[src/rtl/kronos_hcu.sv]
// Hazard control unit for the Kronos decode stage: per-register pending-write
// scoreboard, RAW/full stall generation, flush unwind of the ID/EX writer.
module kronos_hcu #(
  parameter int MAX_PEND                = 3,
  parameter bit USE_REGISTER_FORWARDING = 1'b1
) (
  input  logic        clk,
  input  logic        rst,
  input  logic        id_vld,
  input  logic [4:0]  id_rs1,
  input  logic        id_rs1_en,
  input  logic [4:0]  id_rs2,
  input  logic        id_rs2_en,
  input  logic [4:0]  id_rd,
  input  logic        id_rd_wr,
  input  logic        ex_free,
  input  logic        ex_adv,
  input  logic        flush,
  input  logic        regwr_en,
  input  logic [4:0]  regwr_sel,
  output logic        stall,
  output logic        issue,
  output logic [31:0] pending,
  output logic        err
);

  localparam int            CW      = $clog2(MAX_PEND + 1);
  localparam logic [CW-1:0] CNT_MAX = CW'(MAX_PEND);
  localparam logic [CW-1:0] CNT_ONE = CW'(1);

  logic [CW-1:0] cnt     [32];
  logic [CW-1:0] cnt_nxt [32];
  logic          idex_vld;
  logic [4:0]    idex_rd;
  logic          fwd1, fwd2, raw1, raw2, full, kill, bound_err;

  // Hazard detection; x0 is never counted, so a nonzero index guard suffices.
  always_comb begin
    fwd1  = USE_REGISTER_FORWARDING && regwr_en && (regwr_sel == id_rs1) &&
            (cnt[id_rs1] == CNT_ONE);
    fwd2  = USE_REGISTER_FORWARDING && regwr_en && (regwr_sel == id_rs2) &&
            (cnt[id_rs2] == CNT_ONE);
    raw1  = id_rs1_en && (id_rs1 != 5'd0) && (cnt[id_rs1] != '0) && !fwd1;
    raw2  = id_rs2_en && (id_rs2 != 5'd0) && (cnt[id_rs2] != '0) && !fwd2;
    full  = id_rd_wr && (id_rd != 5'd0) && (cnt[id_rd] == CNT_MAX);
    stall = id_vld && (raw1 || raw2 || full);
    issue = id_vld && ex_free && !stall && !flush;
    kill  = flush && idex_vld && !ex_adv;
  end

  // NOTE: all three events are summed before bounding so a same-cycle
  // retire and re-issue of one register nets to zero instead of erroring.
  always_comb begin
    int net;
    net        = 0;
    bound_err  = 1'b0;
    cnt_nxt[0] = '0;
    for (int r = 1; r < 32; r++) begin
      net = int'(cnt[r]);
      if (issue && id_rd_wr && (id_rd == 5'(r))) net = net + 1;
      if (regwr_en && (regwr_sel == 5'(r)))      net = net - 1;
      if (kill && (idex_rd == 5'(r)))            net = net - 1;
      if (net < 0) begin
        bound_err  = 1'b1;
        cnt_nxt[r] = '0;
      end else if (net > MAX_PEND) begin
        bound_err  = 1'b1;
        cnt_nxt[r] = CNT_MAX;
      end else begin
        cnt_nxt[r] = CW'(net);
      end
    end
  end

  // NOTE: the scoreboard is an array of flops, not a RAM, and must be reset so
  // that no register appears pending out of reset.
  always_ff @(posedge clk or posedge rst) begin
    if (rst) begin
      for (int r = 0; r < 32; r++) cnt[r] <= '0;
      idex_vld <= 1'b0;
      idex_rd  <= 5'd0;
      err      <= 1'b0;
    end else begin
      for (int r = 0; r < 32; r++) cnt[r] <= cnt_nxt[r];
      err <= err | bound_err;
      if (issue) begin
        idex_vld <= id_rd_wr && (id_rd != 5'd0);
        idex_rd  <= id_rd;
      end else if (ex_adv || flush) begin
        idex_vld <= 1'b0;
      end
    end
  end

  always_comb begin
    pending[0] = 1'b0;
    for (int r = 1; r < 32; r++) pending[r] = (cnt[r] != '0);
  end

endmodule

[config.mk]
export PLATFORM = sky130hd
export DESIGN_NAME = kronos_hcu
export DESIGN_NICKNAME = d
export VERILOG_FILES = /design/src/rtl/kronos_hcu.sv
export SDC_FILE = /design/constraint.sdc
export NUM_CORES = 1
export LEC_CHECK = 0
export BUFFER_PORTS_ARGS = -buffer_cell sky130_fd_sc_hd__buf_4
export CAP_MARGIN = 5
export CORE_ASPECT_RATIO = 0.75
export CORE_UTILIZATION = 37
export DETAILED_ROUTE_END_ITERATION = 7
export SETUP_SLACK_MARGIN = 0.4
export SYNTH_ARGS = -nofsm -noshare
export SYNTH_HDL_FRONTEND = slang
export SYNTH_SLANG_ARGS = --single-unit
[constraint.sdc]
create_clock -name clk -period 9.1 [get_ports clk]
set_clock_uncertainty 0.1 [all_clocks]
set_input_delay 0.455 -clock clk [delete_from_list [all_inputs] [get_ports clk]]
set_output_delay 0.455 -clock clk [all_outputs]
set_load 0.005 [all_outputs]
=== Word-level counts from Yosys, hierarchy flattened ===
Index checks and enable logic that the tools add are counted.

* Add/sub/neg operators: 93
* Order comparisons: 65
* Eq/ne operators: 98
* Multiplexer cells: 228
* Bitwise operators: 4
* Reductions and logical operators: 157

{| class="wikitable"
|+ Operators by type and width
! kind !! number
|-
| $mux 32 || 62
|-
| $sub 32x2->32 const B || 62
|-
| $gt 32x3->1 const B || 31
|-
| $lt 32x1->1 const B || 31
|-
| $eq 5x5->1 const B || 48
|-
| $mux 2 || 68
|-
| $eq 5x4->1 const B || 24
|-
| $logic_and 1x1->1 || 112
|-
| $add 2x1->3 const B || 31
|-
| $mux 3 || 31
|-
| $reduce_bool 2->1 || 34
|-
| $mux 1 || 64
|-
| $eq 5x3->1 const B || 12
|-
| $bmux 2 s5 || 3
|-
| $eq 5x2->1 const B || 6
|-
| $ge 6x6->1 const B || 3
|-
| $not 5->6 || 3
|-
| $eq 5x1->1 const B || 3
|-
| $reduce_bool 5->1 || 3
|-
| $eq 5x5->1 || 2
|-
| $logic_not 1->1 || 5
|-
| $eq 2x1->1 const B || 2
|-
| $logic_or 1x1->1 || 3
|-
| $eq 2x2->1 const B || 1
|-
| $or 1x1->1 || 1
|}

* Register bits after elaboration: 69

=== Longest topological paths before layout ===
* Depth after elaboration: 85
* Depth in mapped cells: 26
* Gate-level depth less buffers: 21

=== Worst setup path before layout ===
Ideal clock, no wire load.

* Kind: input to register
* Start: input port id_rd[1]
* End: register err
* Arrival time: 5.420 ns
* Data required time: 8.860 ns
* Path slack: 3.441 ns
* Stages on the path: 24
* Path buffers: 4
* Cells stage by stage: buf_2 buf_2 nand3_1 o31ai_1 mux4_2 mux2_2 a211o_1 buf_6 buf_2 nor4_2 xnor2_1 ha_1 o21bai_1 inv_1 ha_1 nand2_1 or3_1 a21o_1 a21oi_1 o21a_1 o21ai_0 or4_1 nor4_1 nand4_1

* Longest elaborated chain between the ends: 82
* Elaborated cells on any way between the ends: 356
* Classes of those cells: add/sub: 62; order compare: 62; eq/ne: 32; mux: 158; bitwise: 2; reduce/logical: 40

{| class="wikitable"
|+ Ends and longest elaborated chain
! item !! RTL line !! text
|-
| start: declaration || 14 || <nowiki>input logic [4:0] id_rd,</nowiki>
|-
| $not 5->6 (not written as such) || 45 || <nowiki>full = id_rd_wr && (id_rd != 5'd0) && (cnt[id_rd] == CNT_MAX);</nowiki>
|-
| $bmux 2 s5 || 45 ||
|-
| $mux 2 (not written as such) (2 in series) || 45 ||
|-
| $eq 2x2->1 || 45 ||
|-
| $logic_and 1x1->1 || 45 ||
|-
| $logic_or 1x1->1 || 46 || <nowiki>stall = id_vld && (raw1 || raw2 || full);</nowiki>
|-
| $logic_and 1x1->1 || 46 ||
|-
| $logic_not 1->1 || 47 || <nowiki>issue = id_vld && ex_free && !stall && !flush;</nowiki>
|-
| (+65 left out) || -- ||
|-
| $mux 1 || 63 || <nowiki>if (net < 0) begin</nowiki>
|-
| $mux 1 || 66 || <nowiki>end else if (net > MAX_PEND) begin</nowiki>
|-
| $mux 1 || 63 ||
|-
| $mux 1 || 66 ||
|-
| $mux 1 || 63 ||
|-
| $mux 1 || 66 ||
|-
| $mux 1 * || 63 ||
|-
| $or 1x1->1 * || 85 || <nowiki>err <= err | bound_err;</nowiki>
|-
| end signal: assignment || 85 ||
|-
| end: declaration || 24 || <nowiki>output logic err</nowiki>
|}

Mark *: on every way between the ends. The rest lies on a longest branch, timed or not. The select of a mux whose other input is x is not followed.
A chain may end at the register's enable or synchronous reset.

=== Worst setup path after layout ===
* Start: register cnt[48] in the netlist's numbering
* End: register err

* Longest elaborated chain between the ends: 84
* Elaborated cells on any way between the ends: 342
* Classes of those cells: add/sub: 63; order compare: 62; eq/ne: 3; mux: 164; bitwise: 1; reduce/logical: 49

{| class="wikitable"
|+ Ends and longest elaborated chain
! item !! RTL line !! text
|-
| start: declaration || 31 || <nowiki>logic [CW-1:0] cnt [32];</nowiki>
|-
| $bmux 2 s5 (on tied branches) || -- ||
|-
| $mux 2 (on tied branches) (2 in series) || -- ||
|-
| $eq 2x1->1 (on tied branches) || 40, 42 ||
|-
| $logic_and 1x1->1 (on tied branches) || 39, 41 ||
|-
| $logic_not 1->1 (on tied branches) || 43, 44 ||
|-
| $logic_and 1x1->1 (on tied branches) || 43, 44 ||
|-
| $logic_or 1x1->1 (2 in series) || 46 ||
|-
| $logic_and 1x1->1 || 46 ||
|-
| (+66 left out) || -- ||
|-
| $mux 1 || 63 ||
|-
| $mux 1 || 66 ||
|-
| $mux 1 || 63 ||
|-
| $mux 1 || 66 ||
|-
| $mux 1 || 63 ||
|-
| $mux 1 || 66 ||
|-
| $mux 1 * || 63 ||
|-
| $or 1x1->1 * || 85 ||
|}

Marks and branches as above.

==> metrics.md <==
| Metric | Value |
|---|---|
| Avg Cell Area, Syn | `approximately 7.3 um^2` |
| Unrepaired setup endpoints after global routing | `false` |
| Max Clock Freq | `135.9 MHz` |
| Worst Path Required | `~9.2 ns` |
| Share of layout cells above drive strength 1 | `a little over a tenth` |
| Power density over the cells | `~250 nW/um^2` |
| FFs w/ async S/R, synth | `between 90% and 100%` |
| Crit path DAT | `7.49 ns` |
| TritonCTS Sinks | `roughly 70` |
| Core Util, Final | `between 40% and 50%` |
| Final Hold Viols | `0` |
| Starting Density | `a little under two fifths` |
| Fin nets | `about 2100` |
| Core Box Area | `between 30000 and 40000 um^2` |
| Clock power frac | `around a tenth` |
| First-pass GRT wire length | `86.87 mm` |
| Clock Root Buffer | `clkbuf_16` |
| Die X | `about 230 um` |
| Met1 Use GR | `44.39%` |
| GRT Total Usage | `30.19%` |
| Mapped Cells | `~1900` |
| Register area | `~1700 um^2` |
| Post-CTS Repair Setup Buffers | `0` |
| Synth Register Bits | `between 60 and 70` |
| Setup violators final | `0` |
| Synth cell types | `82` |
| Run status | `complete, no violations` |
| Number of synthesized flops with an enable pin | `0` |
| Switch Pwr | `around 2 mW` |
| Main synth FF type | `dfrtp_1` |
| Io pins | `65` |
| TritonCTS clock tree | `built` |
| First-pass DRT Iterations | `6` |
| Die height | `roughly 170 um` |
| Vias in the first global route | `roughly 14000` |
| Total Power | `between 3 and 4 mW` |
| Max-Cap Viols | `0` |
| GR Util met2 | `around two fifths` |
| Setup TNS | `0 ns` |
| N_diodes | `0` |
| Row count | `between 60 and 70` |
| Area of the multi-input gates | `around 11000 um^2` |
| Worst vdd ir | `between 0.1 and 0.15 mV` |
| Area grow syn2layout | `8.334%` |
| Final wirelength | `57.98 mm` |
| Area after DPL | `14880 um^2` |
| Worst Hold Class | `input port to asynchronous set/reset pin` |
| LEAKAGE | `between 6 and 7 nW` |
| Placed wire-length estimate | `between 40 and 50 mm` |
| GRT met3 Usage | `under 10%` |
| GR Overflow Total | `0` |
| DIE AREA | `between 30000 and 40000 um^2` |
| Buffers on Ports | `63` |
| Pins over their slew limit | `0` |
| Vias per inst | `about 6.3` |
| Initial DRC Count | `between 2000 and 2500` |
| Part of the power in registers | `23.9%` |
| DRC viols | `0` |
| Sequential share of the synthesized area | `between 10% and 20%` |
| Syn. warnings | `0` |
| CTS Buffer Depth | `2` |
| Initial antenna violation count | `0` |
| CP max FO | `29` |
| Clock slew at reported path FFs | `about 0.07 ns` |
| Int Pwr | `1.704 mW` |
| Combinational Power Share | `approximately two thirds` |
| FILL cells | `between 3000 and 4000` |
| DRT antenna net count | `0` |
| Hold_buf cts | `0` |
| Max transition margin | `roughly an eighth` |
| Crit end category | `flip-flop` |
| Placer Congestion | `1.050` |
| CTS buffer count | `9` |
| Post-Layout Inst Area | `~15000 um^2` |
| Slew @ Worst Pin | `1.310 ns` |
| Kind of critical path | `flip-flop to flip-flop` |
| Routed WL per cell | `approximately 24 um` |
| WHS | `between 0.06 and 0.07 ns` |
| CP Launch Type | `flip-flop` |
| Largest net degree at the start of global routing | `43` |
| Clk_lat worst skew | `~0.38 ns` |
| Vias | `15250` |
| Switching Fraction | `54.32%` |
| Synthesized area | `13980 um^2` |
| Final period util | `80.89%` |
| GRT busiest layer | `met1` |
| CTS H-Tree Depth | `3` |
| Post-CTS sizing | `0` |
| Syn_nets | `between 2000 and 2500` |
| Final min period | `~7.4 ns` |
-- registers in the layout (all words and copies together) (netlist names) --
signal and count:
cnt 62, err 1, idex_rd 5, idex_vld 1
-- critical path, stage by stage, from the launching register on --
cell and delay (ns):
dfrtp_1 0.58, mux4_2 0.55, nand2_1 0.08, o2111ai_1 0.12, o2111a_1 0.17, buf_4 0.24, a211o_2 0.63, buf_4 0.34
nor4_2 0.85, mux2i_1 0.33, ha_1 0.26, mux2_2 0.31, ha_1 0.24, nand3_1 0.12, xor2_1 0.08, nand2_1 0.07
o21ai_0 0.14, a21oi_1 0.21, o2111ai_1 0.14, nor4b_1 1.05, nand4_1 0.16, and4b_1 0.30, nand4_1 0.09
-- per-layer routing --
layer	vias up	part of all wire [%]
li1	6986	-
met1	7308	46
met2	852	39
met3	102	12
met4	0	3.2
met5	-	0
-- layout by cell type (no fill, tap or decap), types with 32 or more instances in the layout --
cell type / n
inv_1: 116
nor3_1: 62
nor2_1: 204
nand2_1: 259
nor4_1: 39
xnor2_1: 90
dfrtp_1: 69
mux2_2: 42
a21oi_1: 101
ha_1: 155
nand3_1: 80
o31ai_1: 32
buf_4: 80
o21ai_0: 76
mux2i_1: 75
-- cell families after synthesis --
kind of cell	Yosys count	synth area share (%)
simple gates	833	28.99
compound gates	389	18.27
buf+inv	199	5.693
fa+ha+maj	155	13.87
mux	144	13.05
xor+xnor	122	7.743
flops	69	12.35
other cells	1	0.02683
-- power by group through the flow --
| stage | sequential (mW) | clock, mW | combinational [mW] |
|---|---|---|---|
| floorplan | 0.603 | 0 | 1.88 |
| CTS | 0.860 | 0.366 | 2.44 |
| global route | 0.900 | 0.374 | 2.76 |
| detailed placement | 0.865 | 0 | 2.42 |
| global placement | 0.867 | 0 | 2.38 |
| finish | 0.891 | 0.355 | 2.48 |
-- cells in the mapped netlist (12+ instances only) --
cell | n | area, um^2
a31oi_1 | 28 | 175.2
nor2b_1 | 15 | 93.84
mux2_2 | 42 | 473.0
ha_1 | 155 | 1939
or3_1 | 12 | 75.07
and3_1 | 22 | 137.6
xnor2_1 | 90 | 788.3
mux2i_1 | 75 | 750.7
nor2_1 | 204 | 765.7
o21ai_0 | 76 | 380.4
a21oi_1 | 101 | 505.5
o211ai_1 | 15 | 112.6
buf_2 | 15 | 75.07
nand3_1 | 80 | 400.4
nor4_1 | 39 | 244.0
mux4_2 | 26 | 585.6
o21a_1 | 16 | 120.1
o31ai_1 | 32 | 240.2
nand2b_1 | 19 | 118.9
inv_1 | 117 | 439.2
a21o_1 | 12 | 90.09
nor3_1 | 63 | 315.3
nand2_1 | 259 | 972.2
clkbuf_1 | 58 | 217.7
and2_1 | 19 | 118.9
xor2_1 | 31 | 271.5
nand4_1 | 31 | 193.9
dfrtp_1 | 69 | 1727
-- through the flow --
step	instances	worst slack [ns]
CTS	2431	2.013
floorplan	1912	3.441
global placement	2415	1.822
finish	2431	1.739
detailed placement	2415	1.768
global route	2431	1.421
-- cell type report --
| cell class | count | share of cell area (%) |
|---|---|---|
| Clock buffer | 10 | 1.512 |
| Clock inverter | 6 | 0.2561 |
| Inverter | 118 | 2.933 |
| Multi-Input combinational cell | 1644 | 75.77 |
| Sequential cell | 69 | 11.40 |
| Tap cell | 504 | 4.164 |
| Timing Repair Buffer | 80 | 3.966 |
-- path summary, 6_finish.rpt --
check,startpoint,cells past startpoint,endpoint,slack [ns]
min in group clk,id_rd_wr,2,idex_vld,0.31
worst min-delay path,rst,2,cnt[19],0.06
worst max-delay path,cnt[48],22,err,1.74
worst min register to register,idex_rd[4],1,idex_rd[4],0.44
max in group asynchronous,rst,3,cnt[51],7.70
worst max register to register,cnt[48],22,err,1.74
No activity file was read; power rests on OpenSTA's default activity.
